<file path="src/rtl/conv_encoder_param.sv">
// Rate-1/N feed-forward convolutional encoder with valid/ready handshake and zero-tail termination.
// Optional puncturing mask output is enabled by defining PUNCTURE_EN.
module conv_encoder_param #(
    parameter int                     K         = 3,
    parameter int                     N         = 2,
    parameter logic [K*N-1:0]         G         = 6'o75,
    parameter int                     PUNCT_P   = 2,
    parameter logic [PUNCT_P*N-1:0]   PUNCT_PAT = 4'b0111
) (
    input  logic         clk,
    input  logic         rst_n,
    input  logic         in_bit,
    input  logic         in_valid,
    input  logic         in_last,
    output logic         in_ready,
    output logic [N-1:0] out_sym,
    output logic [N-1:0] out_mask,
    output logic         out_valid,
    output logic         out_last,
    input  logic         out_ready
);

    localparam int FCW = $clog2(K);

    generate
        if (K < 2) begin : g_bad_k
            $error("conv_encoder_param: K must be >= 2");
        end
        if (N < 2) begin : g_bad_n
            $error("conv_encoder_param: N must be >= 2");
        end
        for (genvar p = 0; p < PUNCT_P; p++) begin : g_pchk
            if (PUNCT_PAT[p*N +: N] == '0) begin : g_bad_mask
                $error("conv_encoder_param: puncture mask must not be all-zero");
            end
        end
    endgenerate

    typedef enum logic {ST_DATA, ST_FLUSH} state_t;

    state_t         state_q, state_d;
    logic [K-2:0]   regs_q, regs_d;
    logic [FCW-1:0] flush_cnt_q, flush_cnt_d;
    logic [N-1:0]   out_sym_q, out_sym_d;
    logic           out_valid_q, out_valid_d;
    logic           out_last_q, out_last_d;

    logic           slot_free;
    logic           load;
    logic           tail_end;
    logic           u;
    logic [K-1:0]   s;

    function automatic logic [N-1:0] encode(input logic [K-1:0] sv);
        logic [N-1:0] r;
        for (int j = 0; j < N; j++) begin
            r[j] = ^(G[j*K +: K] & sv);
        end
        return r;
    endfunction

    assign slot_free = !out_valid_q || out_ready;
    // Gated by rst_n so upstream never sees ready while the encoder is held in reset.
    assign in_ready  = rst_n && (state_q == ST_DATA) && slot_free;

    always_comb begin
        state_d     = state_q;
        regs_d      = regs_q;
        flush_cnt_d = flush_cnt_q;
        out_sym_d   = out_sym_q;
        out_valid_d = out_valid_q;
        out_last_d  = out_last_q;
        load        = 1'b0;
        tail_end    = 1'b0;
        u           = 1'b0;

        case (state_q)
            ST_DATA: begin
                if (in_valid && in_ready) begin
                    load = 1'b1;
                    u    = in_bit;
                    if (in_last) begin
                        state_d     = ST_FLUSH;
                        flush_cnt_d = FCW'(K-1);
                    end
                end
            end
            ST_FLUSH: begin
                if (slot_free) begin
                    load        = 1'b1;
                    flush_cnt_d = flush_cnt_q - 1'b1;
                    if (flush_cnt_q == FCW'(1)) begin
                        tail_end = 1'b1;
                        state_d  = ST_DATA;
                    end
                end
            end
            default: state_d = ST_DATA;
        endcase

        s = {u, regs_q};
        if (load) begin
            out_sym_d   = encode(s);
            out_valid_d = 1'b1;
            out_last_d  = tail_end;
            regs_d      = s[K-1:1];
        end else if (out_ready) begin
            out_valid_d = 1'b0;
            out_last_d  = 1'b0;
        end
    end

    always_ff @(posedge clk or negedge rst_n) begin
        if (!rst_n) begin
            state_q     <= ST_DATA;
            regs_q      <= '0;
            flush_cnt_q <= '0;
            out_sym_q   <= '0;
            out_valid_q <= 1'b0;
            out_last_q  <= 1'b0;
        end else begin
            state_q     <= state_d;
            regs_q      <= regs_d;
            flush_cnt_q <= flush_cnt_d;
            out_sym_q   <= out_sym_d;
            out_valid_q <= out_valid_d;
            out_last_q  <= out_last_d;
        end
    end

`ifdef PUNCTURE_EN
    localparam int PW = (PUNCT_P > 1) ? $clog2(PUNCT_P) : 1;

    logic [PW-1:0] punct_idx_q, punct_idx_d;
    logic [N-1:0]  out_mask_q, out_mask_d;

    // Pattern position restarts every frame so each frame punctures identically.
    always_comb begin
        punct_idx_d = punct_idx_q;
        out_mask_d  = out_mask_q;
        if (load) begin
            out_mask_d = PUNCT_PAT[int'(punct_idx_q)*N +: N];
            if (tail_end || punct_idx_q == PW'(PUNCT_P-1)) begin
                punct_idx_d = '0;
            end else begin
                punct_idx_d = punct_idx_q + 1'b1;
            end
        end
    end

    always_ff @(posedge clk or negedge rst_n) begin
        if (!rst_n) begin
            punct_idx_q <= '0;
            out_mask_q  <= '1;
        end else begin
            punct_idx_q <= punct_idx_d;
            out_mask_q  <= out_mask_d;
        end
    end

    assign out_mask = out_mask_q;
`else
    assign out_mask = '1;
`endif

    assign out_sym   = out_sym_q;
    assign out_valid = out_valid_q;
    assign out_last  = out_last_q;

endmodule
</file>
<file path="config.mk">
export PLATFORM = sky130hd
export DESIGN_NAME = conv_encoder_param
export DESIGN_NICKNAME = d
export VERILOG_FILES = /design/src/rtl/conv_encoder_param.sv
export SDC_FILE = /design/constraint.sdc
export NUM_CORES = 1
export LEC_CHECK = 0
export BUFFER_PORTS_ARGS = -buffer_cell sky130_fd_sc_hd__buf_4
export CORE_AREA = 2 2 39 41
export CTS_CLUSTER_DIAMETER = 60
export CTS_CLUSTER_SIZE = 40
export DETAILED_ROUTE_END_ITERATION = 7
export DIE_AREA = 0 0 41 43
export HOLD_SLACK_MARGIN = 0.15
export REMOVE_ABC_BUFFERS = 1
export SLEW_MARGIN = 20
export SYNTH_ARGS = -nofsm -noshare
export SYNTH_HDL_FRONTEND = slang
export SYNTH_SLANG_ARGS = --single-unit
</file>
<file path="constraint.sdc">
create_clock -name clk -period 1.2 [get_ports clk]
set_input_delay 0.06 -clock clk [delete_from_list [all_inputs] [get_ports clk]]
set_output_delay 0.06 -clock clk [all_outputs]
set_load 0.1 [all_outputs]
</file>
==> flow_metrics.py <==
metrics = {
    "pwr": {
        "power.leakage_nw": 0.326,
        "ir_drop_uv": 846,
        "power_density_mw_per_mm2": 2810,
    },
    "critical_path": {
        "cp.required_ns": 1.14,
        "critical_path_class": "reg -> out",
        "startpoint_type": "flip-flop",
        "critPathArrivalTime_ns": 1.16,
        "path_max_fanout": 3,
        "cp-end-kind": "output pin",
        "r2r_cells": 4,
    },
    "placed_design": {
        "io_buffers": 10,
        "dp_hpwl_microns": 614,
        "post-place-ws_ns": 0.0490,
        "gp_congestion": 0.657,
        "place_inst": 68,
    },
    "global_route": {
        "grt_max_degree": 10,
        "grt_pass1_wl_microns": 1550,
        "grt_pass1_vias": 365,
        "overflow": 0,
        "antenna_found_initial": 0,
        "grt.total_usage": 0.140,
    },
    "floorplan": {
        "fp.dieArea_sq_mm": 0.00176,
        "core_sq_mm": 0.00138,
        "io_pins": 13,
        "die_h_microns": 43,
        "fp-row-count": 14,
        "initial_core_util": 0.318,
        "die_x_microns": 41,
    },
    "hold_path": {
        "hold_path.class": "in -> reg",
        "whs_path_depth": 3,
    },
    "sta": {
        "skew_ns": 0.00272,
        "max_freq_mhz": 822,
        "period_minus_slack_ns": 1.22,
        "whs_ns": 0.234,
        "fin_tns_setup_ns": -0.0170,
        "finalSetupViolations": 1,
        "fin_crit_sh": 1.01,
        "finalHoldViolations": 0,
        "rsz0062_at_grt": "true",
        "drv_slew": 0,
        "setup_ws_ns": -0.0170,
    },
    "route": {
        "dr.pass1.iters": 2,
        "ant_nets": 0,
        "drcViolationCount": 0,
        "drtIter0Drc": 1,
        "routed_via_density": 4.53,
        "post_drt_wl_per_cell_microns": 11.2,
        "routed_wirelength_microns": 887,
        "vias": 358,
    },
    "finish": {
        "layout_commonest_cell": "buf_4",
        "num_antenna_cells": 0,
        "final_cells": 79,
        "area_growth_pct": 44.6,
        "most-common-layout-cells": "14 x buf_4, 9 x dfrtp_1, 5 x nand2_1, 4 x dlygate4sd3_1",
        "nets": 71,
        "final_layout_size_suffix_gt1_frac": 0.381,
    },
    "clocking": {
        "clockRootBuffer": "clkbuf_4",
        "cts_tree": "done",
        "cts_buffers": 3,
        "clk_pin_slew_worst_paths_ns": 0.06,
        "clk-insertion-delay-late_ns": 0.26,
        "clock_path_buffers": 2,
        "cts_max_level": 1,
        "clkSinkCount": 9,
    },
    "synth": {
        "ys_types": 23,
        "synthXorXnorAreaFrac": 0.0597,
        "yosys.area_share.simple": 0.193,
        "synth_compound_area_frac": 0.105,
        "avgSynthCellArea_sq_um": 10.5,
        "synth_mux_area_frac": 0.0256,
        "ys_seq_area_frac": 0.511,
        "synthAdderAreaFrac": 0.0284,
        "synth_top_family_by_area": "simple AND/OR/NAND/NOR gates",
        "syn_inst": 42,
        "ys_ff_latch": 9,
        "yosysWarnings": 0,
        "netlist_area_sq_um": 440,
    },
    "run_status": {
        "violations": "negative setup slack",
        "outcome": "finished, violations left",
    },
    "run": {
        "max_cap_violations": 0,
    },
}
## synth_stat cells
master / number / share of area
dfrtp_1: 9 / 0.51
nand2_1: 6 / 0.051
nand3_1: 3 / 0.034
a21o_1: 2 / 0.034
buf_4: 2 / 0.034
o21ai_1: 2 / 0.023
xnor2_1: 2 / 0.040
a31oi_1: 1 / 0.014
a32o_1: 1 / 0.023
and2_1: 1 / 0.014
and4_4: 1 / 0.026
buf_6: 1 / 0.026
conb_1: 1 / 0.0085
ha_1: 1 / 0.028
inv_1: 1 / 0.0085
mux2_2: 1 / 0.026
nand2_2: 1 / 0.014
nand2b_1: 1 / 0.014
nand3b_1: 1 / 0.017
nor2_1: 1 / 0.0085
nor2b_1: 1 / 0.014
o21ai_0: 1 / 0.011
xor2_1: 1 / 0.020
## critical path, stage by stage (launching register included)
cell and delay [ns]:
dfrtp_1 0.40, nor2b_2 0.14, and2_4 0.18, buf_12 0.17
## power breakdown
group / total, W / switching [W] / internal, W
Clock: 0.000235 / 0.000107 / 0.000128
Combinational: 0.00105 / 0.000682 / 0.000367
Sequential: 0.000505 / 0.0000810 / 0.000425
Total: 0.00179 / 0.000870 / 0.000919
## cells by family after synthesis
family | count (synthesis)
fa+ha+maj | 1
compound gates | 7
mux | 1
other cells | 1
xor+xnor | 3
buf+inv | 4
flops | 9
simple gates | 16
## registers in the layout (all words and copies together), names as in the netlist
register / count
out_last: 1
out_sym: 2
state_q: 1
flush_cnt_q: 2
regs_q: 2
out_valid: 1
## timing repair
item,4_1_cts,5_1_grt
pin swaps,0,0
buffers inserted,2,1
setup endpoints to repair,1,4
hold buffers,4,0
gates resized for setup,5,2
endpoints found under the hold margin,12,0
## layout make-up
class,count,area (sq um)
multi-input cells,30,196
repair buffers,19,165
flip-flops and latches,9,225
clock buffers,4,26.3
well taps,16,20.0
inverters,1,3.75
fillers,132,747
## per-layer routing
metal	GRT usage	part of all wire
met5	0	0
met2	0.206	0.53
met3	0.0471	0.046
met1	0.150	0.42
met4	0.120	0.0090
## path summary, 6_finish.rpt
check,startpoint,endpoint,slack [ns]
setup / recovery,state_q,in_ready,-0.02
hold / removal,in_bit,regs_q[1],0.23
setup reg to reg,state_q,out_sym[1],0.07
hold reg to reg,out_sym[0],out_sym[0],0.49
max in group asynchronous,rst_n,regs_q[1],0.63
min in group asynchronous,rst_n,flush_cnt_q[1],0.28
## through the flow
| step | utilization | power [W] | instance area, sq um |
|---|---|---|---|
| 2_1_floorplan | - | 0.00122 | 418 |
| 3_3_place_gp | 0.382 | 0.00141 | 528 |
| 3_5_place_dp | 0.382 | 0.00144 | 528 |
| 4_1_cts | 0.453 | 0.00176 | 627 |
| 5_1_grt | 0.460 | 0.00193 | 637 |
| 6_report | 0.460 | 0.00179 | 637 |
No activity file was read; power rests on OpenSTA's default activity.
